[config.mk]
export PLATFORM = sky130hd
export DESIGN_NAME = reset_sequencer
export DESIGN_NICKNAME = d
export VERILOG_FILES = /design/src/rtl/reset_sequencer.sv
export SDC_FILE = /design/constraint.sdc
export NUM_CORES = 1
export LEC_CHECK = 0
export ABC_AREA = 1
export CORE_ASPECT_RATIO = 1.5
export CORE_MARGIN = 2
export CORE_UTILIZATION = 45
export CTS_BUF_LIST = sky130_fd_sc_hd__clkbuf_16
export DETAILED_ROUTE_END_ITERATION = 6
export DONT_BUFFER_PORTS = 1
export PLACE_DENSITY = 0.6
export SKIP_LAST_GASP = 1
export SYNTH_ARGS = -nofsm -noshare
export SYNTH_HDL_FRONTEND = slang
export SYNTH_SLANG_ARGS = --single-unit
[constraint.sdc]
create_clock -name clock -period 1.7 [get_ports clock]
set_input_delay 0.255 -clock clock [delete_from_list [all_inputs] [get_ports clock]]
set_output_delay 0.255 -clock clock [all_outputs]
set_load 0.05 [all_outputs]
[src/rtl/reset_sequencer.sv]
// rtl/reset_sequencer.sv - staged reset release with lock/button synchronisers, debounce and cause capture
// Optional feature macro: WATCHDOG_EN (RUN-state watchdog, abort cause 3)
module reset_sequencer #(
    parameter int NUM_STAGES      = 3,
    parameter int STAGE_DELAY     = 16,
    parameter int DEBOUNCE_CYCLES = 1000,
    parameter int LOCK_SETTLE     = 64,
    parameter int WDT_CYCLES      = 1048576
) (
    input  logic                  clock,
    input  logic                  resetn,
    input  logic                  pll_locked,
    input  logic                  key_n,
    input  logic                  wdt_kick,
    output logic [NUM_STAGES-1:0] rst_n_out,
    output logic                  ready,
    output logic [1:0]            cause
);

    localparam int SEQ_MAX = (LOCK_SETTLE > STAGE_DELAY) ? LOCK_SETTLE : STAGE_DELAY;
    localparam int SEQ_W   = (SEQ_MAX > 1) ? $clog2(SEQ_MAX) : 1;
    localparam int DB_W    = (DEBOUNCE_CYCLES > 1) ? $clog2(DEBOUNCE_CYCLES) : 1;

    localparam logic [SEQ_W-1:0] SETTLE_LAST = SEQ_W'(LOCK_SETTLE - 1);
    localparam logic [SEQ_W-1:0] STAGE_LAST  = SEQ_W'(STAGE_DELAY - 1);
    localparam logic [DB_W-1:0]  DB_LAST     = DB_W'(DEBOUNCE_CYCLES - 1);

    typedef enum logic [1:0] {
        HOLD    = 2'd0,
        SETTLE  = 2'd1,
        RELEASE = 2'd2,
        RUN     = 2'd3
    } state_t;

    state_t                state;
    logic [SEQ_W-1:0]      seq_cnt;
    logic                  lock_m, lock_s;
    logic                  key_m, key_s;
    logic                  key_db;
    logic [DB_W-1:0]       db_cnt;
    logic                  good;
    logic                  wdt_expired;
    logic [NUM_STAGES-1:0] next_mask;

    assign good      = lock_s & key_db;
    // Thermometer step: release the lowest still-held stage.
    assign next_mask = (rst_n_out << 1) | NUM_STAGES'(1);

    // Two-flop synchronisers; the button idles released (high).
    always_ff @(posedge clock or negedge resetn) begin
        if (!resetn) begin
            lock_m <= 1'b0;
            lock_s <= 1'b0;
            key_m  <= 1'b1;
            key_s  <= 1'b1;
        end else begin
            lock_m <= pll_locked;
            lock_s <= lock_m;
            key_m  <= key_n;
            key_s  <= key_m;
        end
    end

    // Debounce: adopt key_s only after it has disagreed for DEBOUNCE_CYCLES cycles in a row.
    always_ff @(posedge clock or negedge resetn) begin
        if (!resetn) begin
            key_db <= 1'b1;
            db_cnt <= '0;
        end else if (key_s == key_db) begin
            db_cnt <= '0;
        end else if (db_cnt == DB_LAST) begin
            key_db <= key_s;
            db_cnt <= '0;
        end else begin
            db_cnt <= db_cnt + DB_W'(1);
        end
    end

`ifdef WATCHDOG_EN
    localparam int WDT_W = (WDT_CYCLES > 1) ? $clog2(WDT_CYCLES) : 1;
    localparam logic [WDT_W-1:0] WDT_LAST = WDT_W'(WDT_CYCLES - 1);

    logic [WDT_W-1:0] wdt_cnt;

    // Watchdog counts only while in RUN; any kick or leaving RUN restarts it.
    always_ff @(posedge clock or negedge resetn) begin
        if (!resetn) begin
            wdt_cnt <= '0;
        end else if (state != RUN || wdt_kick) begin
            wdt_cnt <= '0;
        end else if (wdt_cnt != WDT_LAST) begin
            wdt_cnt <= wdt_cnt + WDT_W'(1);
        end
    end

    assign wdt_expired = (state == RUN) && !wdt_kick && (wdt_cnt == WDT_LAST);
`else
    logic wdt_unused;
    assign wdt_unused  = wdt_kick ^ (WDT_CYCLES == 0);
    assign wdt_expired = 1'b0;
`endif

    // Sequencer: settle, release stages in order, abort all stages at once on a fault.
    always_ff @(posedge clock or negedge resetn) begin
        if (!resetn) begin
            state     <= HOLD;
            seq_cnt   <= '0;
            rst_n_out <= '0;
            ready     <= 1'b0;
            cause     <= 2'd0;
        end else begin
            case (state)
                HOLD: begin
                    rst_n_out <= '0;
                    ready     <= 1'b0;
                    seq_cnt   <= '0;
                    if (good) begin
                        state <= SETTLE;
                    end
                end
                SETTLE: begin
                    if (!good) begin
                        state   <= HOLD;
                        seq_cnt <= '0;
                    end else if (seq_cnt == SETTLE_LAST) begin
                        seq_cnt   <= '0;
                        rst_n_out <= NUM_STAGES'(1);
                        if (NUM_STAGES == 1) begin
                            state <= RUN;
                            ready <= 1'b1;
                        end else begin
                            state <= RELEASE;
                        end
                    end else begin
                        seq_cnt <= seq_cnt + SEQ_W'(1);
                    end
                end
                RELEASE, RUN: begin
                    if (!good || wdt_expired) begin
                        state     <= HOLD;
                        rst_n_out <= '0;
                        ready     <= 1'b0;
                        seq_cnt   <= '0;
                        cause     <= !lock_s ? 2'd1 : (!key_db ? 2'd2 : 2'd3);
                    end else if (state == RELEASE) begin
                        if (seq_cnt == STAGE_LAST) begin
                            seq_cnt   <= '0;
                            rst_n_out <= next_mask;
                            if (&next_mask) begin
                                state <= RUN;
                                ready <= 1'b1;
                            end
                        end else begin
                            seq_cnt <= seq_cnt + SEQ_W'(1);
                        end
                    end
                end
                default: state <= HOLD;
            endcase
        end
    end

endmodule

==> impl_metrics.ini <==
[logic_synthesis]
synthDistinctLibCells = 29
synthTopCellsByCount = nand2_1 (46), dfrtp_1 (26), nor2_1 (23), inv_1 (16), a21oi_1 (10)
synthCells = 172
synth_most_common_cell = nand2_1
ys.flop_type = dfrtp_1
synth_seq_cells = 29
syn_area_sq_um = 1450
synth_edf_count = 0
synth_seq_area_share = 0.503
ys_warn_count = 0
syn-num-nets = 179
synth_area_leader_cell = dfrtp_1
synth_top_area_frac = 0.448
synthTopCellsByArea = dfrtp_1 (45%), nand2_1 (12%), nor2_1 (5.9%)
synth-async-reset-ratio = 1.00
post_synth.cell_area_avg_sq_um = 8.44

[route]
dr.first_iter.drc_count = 17
ant_nets = 0
routed_wl_microns = 2710
wl_per_cell_microns = 12.1
dr.pass1.iters = 4
drc = 0
vias = 1119
post_drt_via_cell_ratio = 5.00

[critical_path]
r2r_cells = 8
cp-start-kind = register
cpPeakStageDelay_ns = 0.38
critPathMaxFanout = 4
worstPathArrival_ns = 1.67
cpMostUsedCell = nand2_1
cp_top_family = simple AND/OR/NAND/NOR gates
r2r_start = seq_cnt[0]
critical_path.startpoint = seq_cnt[0]
worstPathRequired_ns = 1.86
criticalPathCategory = reg2reg
end_kind = register
r2r_slack_ns = 0.18
regToRegEndpoint = rst_n_out[1]
crit_chain = ha_1 > nand2_1 > nor2_4 > nand2_1 > o21ai_2 > nand2_1 > nand2_1 > nand2_1
path_buf_inv = 0
crit_slowest_cell = dfrtp_1

[place]
dpl_cell_area_sq_um = 1500
dpl.hpwl_microns = 2010
pre_cts_ws_ns = 0.182
placed_cells = 212
port_buffers = 0
gp_congestion = 0.735

[power_and_ir_drop]
power_frac_clock = 0.515
powerDensity_nw_per_um2 = 919
leakage_nw = 0.847
p_int_mw = 1.25
p_total_mw = 1.55
seqPwrFrac = 0.459
ir_worst_vdd_mv = 0.825
power_switching_mw = 0.307
sw_frac_of_total = 0.198
combPwrFrac = 0.026

[cells_and_area]
postLayoutCellArea_sq_um = 1690
multi_input_area_sq_um = 646
num_antenna_cells = 0
drive_above_1_share = 0.136
syn_to_final_growth_pct = 16.4
nets = 190
finalNonFillerCells = 224
ff_latch_area_sq_um = 729
fillers = 294
fin_util = 0.540

[sta]
post-route-period-util = 0.892
relSlewSlack = 0.648
post-route-min-period_ns = 1.52
tightest_slew_ns = 0.528
slew_violations = 0
fmax_ghz = 0.659
setup_tns_ns = 0
finalWorstSetupSlack_ns = 0.183
finalHoldViolations = 0
finalClockSkew_ns = 0.00291
finalSetupViolCount = 0
hold_slack_ns = 0.350
grt_setup_unrepaired = false

[clocking]
cts_root_buf = clkbuf_16
tritoncts = yes
h-tree-depth = 2
clk_pin_slew_worst_paths_ns = 0.05
clock_latency_ns = 0.27
cts.path.max_buffers = 2
clock_sinks = 29
postCtsSetupBuffers = 0
cts_resized = 0
cts_made_buffers = 5

[grt]
antenna_found_initial = 0
top_usage_layer = met2
grt_max_degree = 30
use_met1 = 0.170
met3_usage = 0.0549
grt_usage = 0.189
use_met2 = 0.358
grt_pass1_vias = 1188
grt_pass1_wl_microns = 5000
overflow = 0

[min_path]
min_path_cells = 0
hold_path.startpoint = lock_m
worstHoldEndpoint = lock_s
hold_path_class = reg2reg

[die]
initial_utilization = 0.464
io_pins = 11
core_sq_um = 3130
die_h_microns = 73.6
rows = 25
die_width_microns = 50.4
dieArea_sq_um = 3700

[run]
cap_viol_max_count = 0

[outcome]
status = completed
-- power groups by stage --
stage          Clock (mW)  Combinational (mW)  Sequential, mW
3_3_place_gp            0              0.0158           0.722
3_5_place_dp            0              0.0170           0.723
2_1_floorplan           0              0.0134           0.721
4_1_cts             0.833              0.0407           0.712
6_report            0.800              0.0403           0.712
5_1_grt             0.867              0.0481           0.713
-- placed cells by master, fill, tap and decap left out, types with 3 or more instances in the layout --
cell / instances
a21oi_1: 10
o21ai_0: 4
nor3_1: 3
nor2_2: 3
nand3b_1: 4
nor2_1: 23
dlygate4sd3_1: 3
inv_1: 16
dfrtp_1: 26
nand2_1: 46
nand3_1: 7
clkbuf_16: 5
nor3b_1: 3
dfstp_2: 3
-- repair_timing --
item                                    in CTS  in global routing
hold buffers                                 3                  1
endpoints found under the hold margin       30                  1
endpoints found under the setup margin       0                  0
-- per-layer routing --
metal | routed length, microns | vias to the layer above
met5 | 0 | -
met4 | 84 | 0
met3 | 73 | 6
met2 | 1590 | 7
met1 | 965 | 532
li1 | - | 574
-- layout make-up --
type                            count  share of cell area
Clock buffer                        5              0.0741
Clock inverter                      3             0.00741
Inverter                           19              0.0452
Multi-Input combinational cell    124               0.382
Sequential cell                    29               0.432
Tap cell                           40              0.0296
Timing Repair Buffer                4              0.0296
-- sequential cells by signal, summed over array words and instances (netlist names) --
name	flops
cause	2
db_cnt	10
key_db	1
key_m	1
key_s	1
lock_m	1
lock_s	1
ready	1
rst_n_out	3
seq_cnt	6
state	2
-- worst max-delay path by stage --
stage	endpoint	slack, ns	cells after the start
2_1_floorplan	rst_n_out[0]	0.37	8
3_3_place_gp	rst_n_out[0]	0.24	8
3_5_place_dp	rst_n_out[1]	0.18	8
4_1_cts	rst_n_out[1]	0.18	8
5_1_grt	rst_n_out[1]	0.005	8
6_report	rst_n_out[1]	0.18	8
-- logic make-up after synthesis --
logic type,Yosys count,synth area share
AOI/OAI and AO/OA,20,0.0793
DFF,29,0.503
and+or+nand+nor,98,0.323
muxes,1,0.00690
adders and majority gates,2,0.0172
xor gates and xnor gates,3,0.0181
buffers and inverters,19,0.0526
No activity file was read; power rests on OpenSTA's default activity.
